[config.mk]
export PLATFORM = sky130hd
export DESIGN_NAME = bon_hit_logger
export DESIGN_NICKNAME = d
export VERILOG_FILES = /design/src/rtl/bon_hit_logger.sv
export SDC_FILE = /design/constraint.sdc
export NUM_CORES = 1
export LEC_CHECK = 0
export ABC_AREA = 1
export CORE_MARGIN = 1.5
export CORE_UTILIZATION = 63
export CTS_CLUSTER_SIZE = 14
export DETAILED_ROUTE_END_ITERATION = 7
export GPL_ROUTABILITY_DRIVEN = 0
export GPL_TIMING_DRIVEN = 0
export PLACE_DENSITY = 0.89
export SLEW_MARGIN = 20
export SYNTH_ARGS = -nofsm -noshare
export SYNTH_HDL_FRONTEND = slang
export SYNTH_SLANG_ARGS = --single-unit
[constraint.sdc]
create_clock -name clk -period 3.04 [get_ports clk]
set_input_delay 0.304 -clock clk [delete_from_list [all_inputs] [get_ports clk]]
set_output_delay 0.304 -clock clk [all_outputs]
set_load 0.005 [all_outputs]
[src/rtl/bon_hit_logger.sv]
// Passive tap on a BON search engine: logs hit addresses during a run into a
// small circular buffer, then drains them in arrival order once BON finishes.
module bon_hit_logger #(
    parameter int ADDR_W = 10,
    parameter int RES_W  = 10,
    parameter int DEPTH  = 16
) (
    input  logic              clk,
    input  logic              rst,
    input  logic              start,
    input  logic              en,
    input  logic [ADDR_W-1:0] addr,
    input  logic              flag,
    input  logic              fin,
    input  logic [RES_W-1:0]  result,
    output logic              out_valid,
    input  logic              out_ready,
    output logic [ADDR_W-1:0] out_addr,
    output logic [ADDR_W:0]   hit_count,
    output logic              overflow,
    output logic [RES_W-1:0]  final_result,
    output logic              done
);

    localparam int PTR_W = $clog2(DEPTH);
    localparam int CNT_W = ADDR_W + 1;

    typedef enum logic [1:0] {IDLE, LOG, DRAIN, DONE} state_t;

    state_t            state, state_nxt;
    logic [ADDR_W-1:0] mem [DEPTH];
    logic [PTR_W:0]    wr_ptr, rd_ptr;
    logic              empty, full;
    logic              hit, arm, pop;

    function automatic logic [CNT_W-1:0] sat_inc(input logic [CNT_W-1:0] v);
        return (&v) ? v : v + CNT_W'(1);
    endfunction

    // Pointers carry one extra wrap bit so equal indices can mean full or empty.
    assign empty = (wr_ptr == rd_ptr);
    assign full  = (wr_ptr[PTR_W] != rd_ptr[PTR_W]) &&
                   (wr_ptr[PTR_W-1:0] == rd_ptr[PTR_W-1:0]);

    always_ff @(posedge clk) begin
        if (rst) state <= IDLE;
        else     state <= state_nxt;
    end

    always_comb begin
        state_nxt = state;
        hit       = 1'b0;
        arm       = 1'b0;
        pop       = 1'b0;
        out_valid = 1'b0;
        done      = 1'b0;
        case (state)
            IDLE: begin
                if (start) begin
                    state_nxt = LOG;
                    arm       = 1'b1;
                end
            end
            LOG: begin
                hit = en & flag;
                if (fin) state_nxt = DRAIN;
            end
            DRAIN: begin
                out_valid = !empty;
                pop       = !empty && out_ready;
                if (empty) state_nxt = DONE;
            end
            DONE: begin
                done = 1'b1;
                if (start) begin
                    state_nxt = LOG;
                    arm       = 1'b1;
                end
            end
            default: state_nxt = IDLE;
        endcase
    end

    // Head is read straight from stored state, so nothing from the inputs reaches it.
    assign out_addr = out_valid ? mem[rd_ptr[PTR_W-1:0]] : '0;

    always_ff @(posedge clk) begin
        if (rst) begin
            wr_ptr       <= '0;
            rd_ptr       <= '0;
            hit_count    <= '0;
            overflow     <= 1'b0;
            final_result <= '0;
        end else begin
            if (arm) begin
                wr_ptr    <= '0;
                rd_ptr    <= '0;
                hit_count <= '0;
                overflow  <= 1'b0;
            end
            if (hit) begin
                hit_count <= sat_inc(hit_count);
                if (full) overflow <= 1'b1;
                else      wr_ptr   <= wr_ptr + (PTR_W+1)'(1);
            end
            if (state == LOG && fin) final_result <= result;
            if (pop) rd_ptr <= rd_ptr + (PTR_W+1)'(1);
        end
    end

    always_ff @(posedge clk) begin
        if (hit && !full) mem[wr_ptr[PTR_W-1:0]] <= addr;
    end

endmodule
---- Word-level counts from Yosys, hierarchy flattened ----
Memories as Yosys holds them, arrays and structs flattened. A register that Yosys moved wholly into a read port is not among the register bits.
Cells that the tools add are included.
word-level totals
  register bits after elaboration ......... 34
  memory bits (writable) .................. 160
  input port bits ......................... 27
  word-level logic and storage cells ...... 60
  memories kept ........................... 1
operators by class
  $add $sub $neg .......................... 3
  eq/ne operators ......................... 10
  muxes and demuxes ....................... 26
  bitwise gates (word level) .............. 1
  reduce and logical (&&, ||, !) cells .... 13
memories
  name  words  width  read ports  clocked after Yosys merged registers in  wr ports  RTL line  text
  mem   16     10     1           1                                        1         31        logic [ADDR_W-1:0] mem [DEPTH];
operator list
  kind                                                                   count
  11-bit two-way mux                                                     3
  5-bit two-way mux                                                      5
  11-bit by 1-bit adder with 11-bit output, second input constant        1
  1-bit two-way mux                                                      11
  11-bit AND reduction                                                   1
  5-bit by 1-bit adder with 5-bit output, second input constant          2
  10-bit two-way mux                                                     1
  4-bit two-way mux                                                      2
  2-bit two-way mux                                                      3
  2-bit != test, second input constant                                   3
  2-bit one-hot mux with 3 select lines                                  1
  5-bit equality test                                                    1
  2-bit equality test, second input constant                             2
  4-bit equality test                                                    1
  1-bit logical AND                                                      4
  2-bit nonzero test                                                     2
  3-bit AND reduction                                                    1
  2-bit by 1-bit equality test with 1-bit output, second input constant  1
  1-bit logical NOT                                                      2
  2-bit logical NOT                                                      1
  2-bit by 1-bit != test with 1-bit output, second input constant        1
  2-bit AND reduction                                                    1
  2-bit OR reduction                                                     1
  1-bit AND                                                              1
  1-bit != test                                                          1

---- Longest topological paths before layout ----
Gate-level depths: netlist (run 1).
  word-level depth ........................ 7
  mapped depth ............................ 12
  gate-level depth less buffers ........... 11

---- Worst setup path after synthesis (run 1) ----
No wires, ideal clock.
  path kind ............................... register to register
  start ................................... register state[1]
  end ..................................... memory mem[12][0], enable pin
  arrival time ............................ 1523 ps
  setup slack ............................. 1141 ps
  stages on the path, launching flop included .. 9
  buffers on the path ..................... 0
  clock period less this slack ............ 1899 ps
  cell sequence ........................... dfxtp_1 -> inv_1 -> ha_1 -> nand3_1 -> inv_1 -> nand2_2 -> inv_1 -> nand2_1 -> nor2_1
between the ends
  longest elaborated chain between the ends .. 5
RTL lines
  element                                         RTL line  text
  start: declaration                              30        state_t state, state_nxt;
  start signal: assignment                        47        else state <= state_nxt;
  2-bit by 1-bit equality test with 1-bit output  57        case (state)
  1-bit two-way mux                               57
  1-bit logical AND                               112       if (hit && !full) mem[wr_ptr[PTR_W-1:0]] <= addr;
  1-bit two-way mux                               112
  1-bit two-way mux (not written as such)         112
  end: declaration                                31
Every way passes these cells.

==> results of run 1 <==
worst register-to-register path, delay by kind of cell, from the launching register on:
kind | cells | cell delay [ns]
fa+ha+maj | 1 | 0.22
buf+inv | 2 | 0.35
flops | 1 | 0.39
simple gates | 4 | 1.23
final cells by class:
cell class / instances / area, µm²
plain buffers: 37 / 190.2
clock buffers: 21 / 440.4
clock inverters: 8 / 37.54
fillers: 834 / 3119
inverters: 36 / 138.9
multi-input cells: 515 / 2415
flip-flops and latches: 198 / 5565
well taps: 172 / 215.2
repair buffers: 60 / 600.6
layer usage:
layer	share of wire (%)	routed length, µm
met5	0	0
met4	4.2	872
met3	11	2228
met2	49	10080
met1	36	7381
stage by stage:
stage               utilization, %  total power [mW]  hold slack (ns)  worst slack, ns
floorplan                        -             3.393           0.3731            1.141
global placement             71.73             3.624           0.4624           0.3895
detailed placement           71.73             3.642           0.4735           0.3337
CTS                          75.48             5.490           0.4846           0.1235
global route                 75.48             5.670           0.5049         0.007060
finish                       75.48             5.504           0.4810           0.1013
cell families (layout without fill, tap and decap cells):
| kind of cell | after synthesis | in the layout | synth area share (%) |
|---|---|---|---|
| xor gates and xnor gates | 4 | 4 | 0.4217 |
| AOI/OAI and AO/OA | 145 | 145 | 9.366 |
| buffers and inverters | 73 | 162 | 3.960 |
| and+or+nand+nor | 357 | 357 | 17.92 |
| DFF | 198 | 198 | 66.98 |
| adders and majority gates | 9 | 9 | 1.355 |
power by group through the flow:
stage          sequential, mW  clock, mW  combinational, mW
2_1_floorplan            3.08          0              0.316
3_3_place_gp             3.08          0              0.544
3_5_place_dp             3.08          0              0.559
4_1_cts                  3.03       1.90              0.567
5_1_grt                  3.03       2.01              0.632
6_report                 3.02       1.91              0.573
final timing paths:
| path | slack (ns) | startpoint | depth (start not counted) | to |
|---|---|---|---|---|
| worst min-delay path | 0.48 | final_result[9] | 2 | final_result[9] |
| worst max-delay path | 0.10 | flop | 10 | out_addr[5] |
| worst min register to register | 0.48 | final_result[9] | 2 | final_result[9] |
| worst max register to register | 0.45 | state[0] | 7 | mem[10][4] |
registers in the layout, indices dropped and copies added (netlist names), named ones only:
name and count:
hit_count 11, rd_ptr 5, wr_ptr 5, final_result 10, mem 160, overflow 1, state 2
cell usage in the layout, fill, tap and decap left out, drive strengths merged:
cell type,count
a22oi,9
edfxtp,160
nand3b,1
nor2,71
a31oi,1
xor2,2
clkinv,9
ha,9
o21ai,40
clkdlybuf4s50,60
clkbuf,28
a21boi,2
xnor2,2
a211oi,8
nand2,215
nor3,1
clkinvlp,2
inv,33
buf,30
a21oi,85
dfxtp,38
nand4,2
or2,4
nand3,63
==> metrics.yaml, run 1 <==
ys_seq_area_share_pct: 66.98
synth_nets: 822
dp.cells: 1018
finalHoldViolCount: 0
maxCapViolations: 0
num_io_pins: 61
finalCritPeriodShare_pct: 96.67
switchingPower_mw: 1.279
synth_top_cells_by_area: "edfxtp_1, nand2_1, dfxtp_1"
drive_above_1_share_pct: 8.229
portBuffers: 60
cp_top_family: "buffers and inverters"
syn_inst: 786
grtUsageMet3_pct: 5.426
grt.overflow.total: 0
grt_max_degree: 17
via_per_inst: 6.131
clock_latency_ns: 0.43
synth_edf_count: 160
grt_pass1_wl_um: 31440
grt_pass1_vias: 5934
core_area_um2: 12720
post_cts_buffers: 0
synth_commonest_cells: "nand2_1, edfxtp_1, a21oi_1"
num_rows: 41
fin_cells: 1047
synthFlopType: "edfxtp_1"
placed_cell_area_um2: 9125
area_growth_pct: 15.57
cts_buffer_depth: 2
cts_resized: 0
yosysMostFrequentCell: "nand2_1"
htreeDepth: 4
synth.avg_cell_area_um2: 10.57
antenna_found_initial: 0
final_nets: 901
dpl.hpwl_um: 13580
stdcell_area_um2: 9603
finalMaxSlewViolations: 0
wirelength_um: 20560
drtAntennaViolNets: 0
grt_use_total_pct: 30.17
busiest_layer: "met2"
die_w_um: 117.8
skew_ns: 0.008437
power.leakage_nw: 3.479
max_slew_margin_pct: 22.83
n_antenna_cell: 0
path_clk_slew_ns: 0.06
grtUsageMet2_pct: 50.62
hold_path_class: "reg -> reg"
synth_cell_type_count: 35
worst_pin_slew_ns: 1.153
max_clock_freq_mhz: 340.3
drc: 0
irDropWorstVdd_uv: 451.3
yosysTopAreaCell: "edfxtp_1"
crit_arrival_ns: 2.63
clock-sinks: 198
met1_usage_pct: 37.90
critical_path.slowest_cell: "clkdlybuf4s50_1"
power_density_nw_per_um2: 573.1
postCtsHoldBufs: 0
rsz0062_at_grt: "false"
slowest_delay_ns: 0.52
outcome: "complete, no violations"
critical_path_required_ns: 2.74
dr.first_iter.drc_count: 938
yosys_warnings: 0
setup_violations: 0
cp_common_cell: "buf_2"
critPathBufInv: 4
seqPwrFrac_pct: 55.0
cts_buffers: 17
critical_path_class: "reg -> out"
swShare_pct: 23.24
end_kind: "output port"
cts_tree: "yes"
ys_ff_latch: 198
post_drt_wl_per_cell_um: 19.64
start_kind: "flop"
fin_tns_setup_ns: 0
crit_chain: "buf_2, inv_4, buf_2, a21oi_1, a22oi_1, nand2_1, nand3_1, o21ai_1, nor2_1, clkdlybuf4s50_1"
drtPass1Iterations: 6
min_period_ns: 2.939
p_int_mw: 4.225
synthArstFlopShare_pct: 0
cts_root_buffer: "clkbuf_16"
yosysTopAreaCellShare_pct: 57.82
synth_area_um2: 8309
die_area_um2: 13890
combPwrFrac_pct: 10.4
p_clk_share_pct: 34.6
die_h_um: 117.8
start_util_pct: 65.31
num_vias: 6419
crit_fanout: 10
No activity file was read; power rests on OpenSTA's default activity.
==> run 2: changes to the inputs <==
- MAX_ROUTING_LAYER: unset -> met4
==> metrics.yaml, run 2 (same netlist as run 1, synthesis figures left out) <==
final_nets: 901
clock-sinks: 198
switchingPower_mw: 1.276
critPathBufInv: 4
area_growth_pct: 15.57
crit_fanout: 10
swShare_pct: 23.20
irDropWorstVdd_uv: 447.1
cts_root_buffer: "clkbuf_16"
final_common_cell: "nand2_1"
power_density_nw_per_um2: 572.8
worst_pin_slew_ns: 1.141
drc: 0
start_util_pct: 65.31
grt_max_degree: 17
grt_use_total_pct: 31.13
drtAntennaViolNets: 0
rsz0062_at_grt: "false"
finalCritPeriodShare_pct: 95.74
fillers: 834
dpl.hpwl_um: 13580
n_antenna_cell: 0
final_cell_mix: "nand2_1, edfxtp_1, a21oi_1"
fin_tns_setup_ns: 0
cts_resized: 0
maxCapViolations: 0
die_h_um: 117.8
start_kind: "flop"
min_period_ns: 2.911
drive_above_1_share_pct: 8.229
grt.overflow.total: 0
largest_reg_flops: 160
placed_cell_area_um2: 9125
postCtsHoldBufs: 0
outcome: "complete, no violations"
critical_path.slowest_cell: "clkdlybuf4s50_1"
antenna_found_initial: 0
htreeDepth: 4
stdcell_area_um2: 9603
critical_path_class: "reg -> out"
dr.first_iter.drc_count: 898
cp_top_family: "buffers and inverters"
drtPass1Iterations: 6
end_kind: "output port"
multiInputGateArea_um2: 2415
p_clk_share_pct: 34.6
num_vias: 6379
cp_common_cell: "buf_2"
crit_arrival_ns: 2.61
post_cts_buffers: 0
path_clk_slew_ns: 0.06
wirelength_um: 20400
hold_path_class: "reg -> reg"
portBuffers: 60
skew_ns: 0.007377
post_drt_wl_per_cell_um: 19.48
via_per_inst: 6.093
seqPwrFrac_pct: 55.0
grt_pass1_wl_um: 31470
setup_violations: 0
slowest_delay_ns: 0.51
critical_path_required_ns: 2.74
power.leakage_nw: 3.479
cts_buffer_depth: 2
max_slew_margin_pct: 23.63
max_clock_freq_mhz: 343.6
combPwrFrac_pct: 10.4
grt_pass1_vias: 5921
regArea_um2: 5565
cts_tree: "yes"
crit_chain: "buf_2, inv_4, buf_2, a21oi_1, a22oi_1, nand2_1, nand3_1, o21ai_1, nor2_1, clkdlybuf4s50_1"
cts_buffers: 17
core_area_um2: 12720
clock_latency_ns: 0.43
p_int_mw: 4.224
die_w_um: 117.8
num_io_pins: 61
num_rows: 41
finalMaxSlewViolations: 0
finalHoldViolCount: 0
die_area_um2: 13890
-- run 2: layout make-up --
type	instances	share of cell area (%)
timing repair buffer	60	6.254
tap	172	2.241
inverter	36	1.446
sequential	198	57.95
clock inverter	8	0.3909
clock buffer	21	4.586
buffer	37	1.980
multi-input combinational	515	25.15
-- run 2: metal layers --
metal	vias to the layer above	global-route usage (%)	part of all wire [%]
met2	436	50.62	49
met1	3014	38.41	37
met5	-	-	0
met4	0	15.09	4.1
li1	2870	-	-
met3	59	4.990	9.7
-- run 2: final timing paths --
| kind | slack, ns | end | startpoint | cells past startpoint |
|---|---|---|---|---|
| worst min-delay path | 0.48 | final_result[9] | final_result[9] | 2 |
| worst min register to register | 0.48 | final_result[9] | final_result[9] | 2 |
| worst max-delay path | 0.13 | out_addr[6] | flop | 10 |
| worst max register to register | 0.47 | mem[11][4] | state[0] | 7 |
-- run 2: worst register-to-register path: stages, from the launching register on --
cell and delay, ns:
dfxtp_1 0.39, ha_1 0.22, nand3_1 0.12, inv_1 0.20, nand2_2 0.10, inv_1 0.15, nand2_1 0.15, nor2_1 0.85
-- run 2: power groups by stage --
stage | Sequential, mW | Clock [mW] | Combinational [mW]
3_3_place_gp | 3.08 | 0 | 0.544
6_report | 3.02 | 1.90 | 0.573
4_1_cts | 3.03 | 1.90 | 0.567
5_1_grt | 3.03 | 2.01 | 0.632
3_5_place_dp | 3.08 | 0 | 0.559
2_1_floorplan | 3.08 | 0 | 0.316
-- run 2: stage by stage --
stage / total power, mW / util (%) / instances / hold slack, ns / setup slack (ns)
finish: 5.500 / 75.48 / 1047 / 0.4807 / 0.1294
CTS: 5.490 / 75.48 / 1047 / 0.4846 / 0.1235
global route: 5.669 / 75.48 / 1047 / 0.5049 / 0.007089
global placement: 3.624 / 71.73 / 1018 / 0.4624 / 0.3895
detailed placement: 3.642 / 71.73 / 1018 / 0.4735 / 0.3337
floorplan: 3.393 / - / 786 / 0.3731 / 1.141
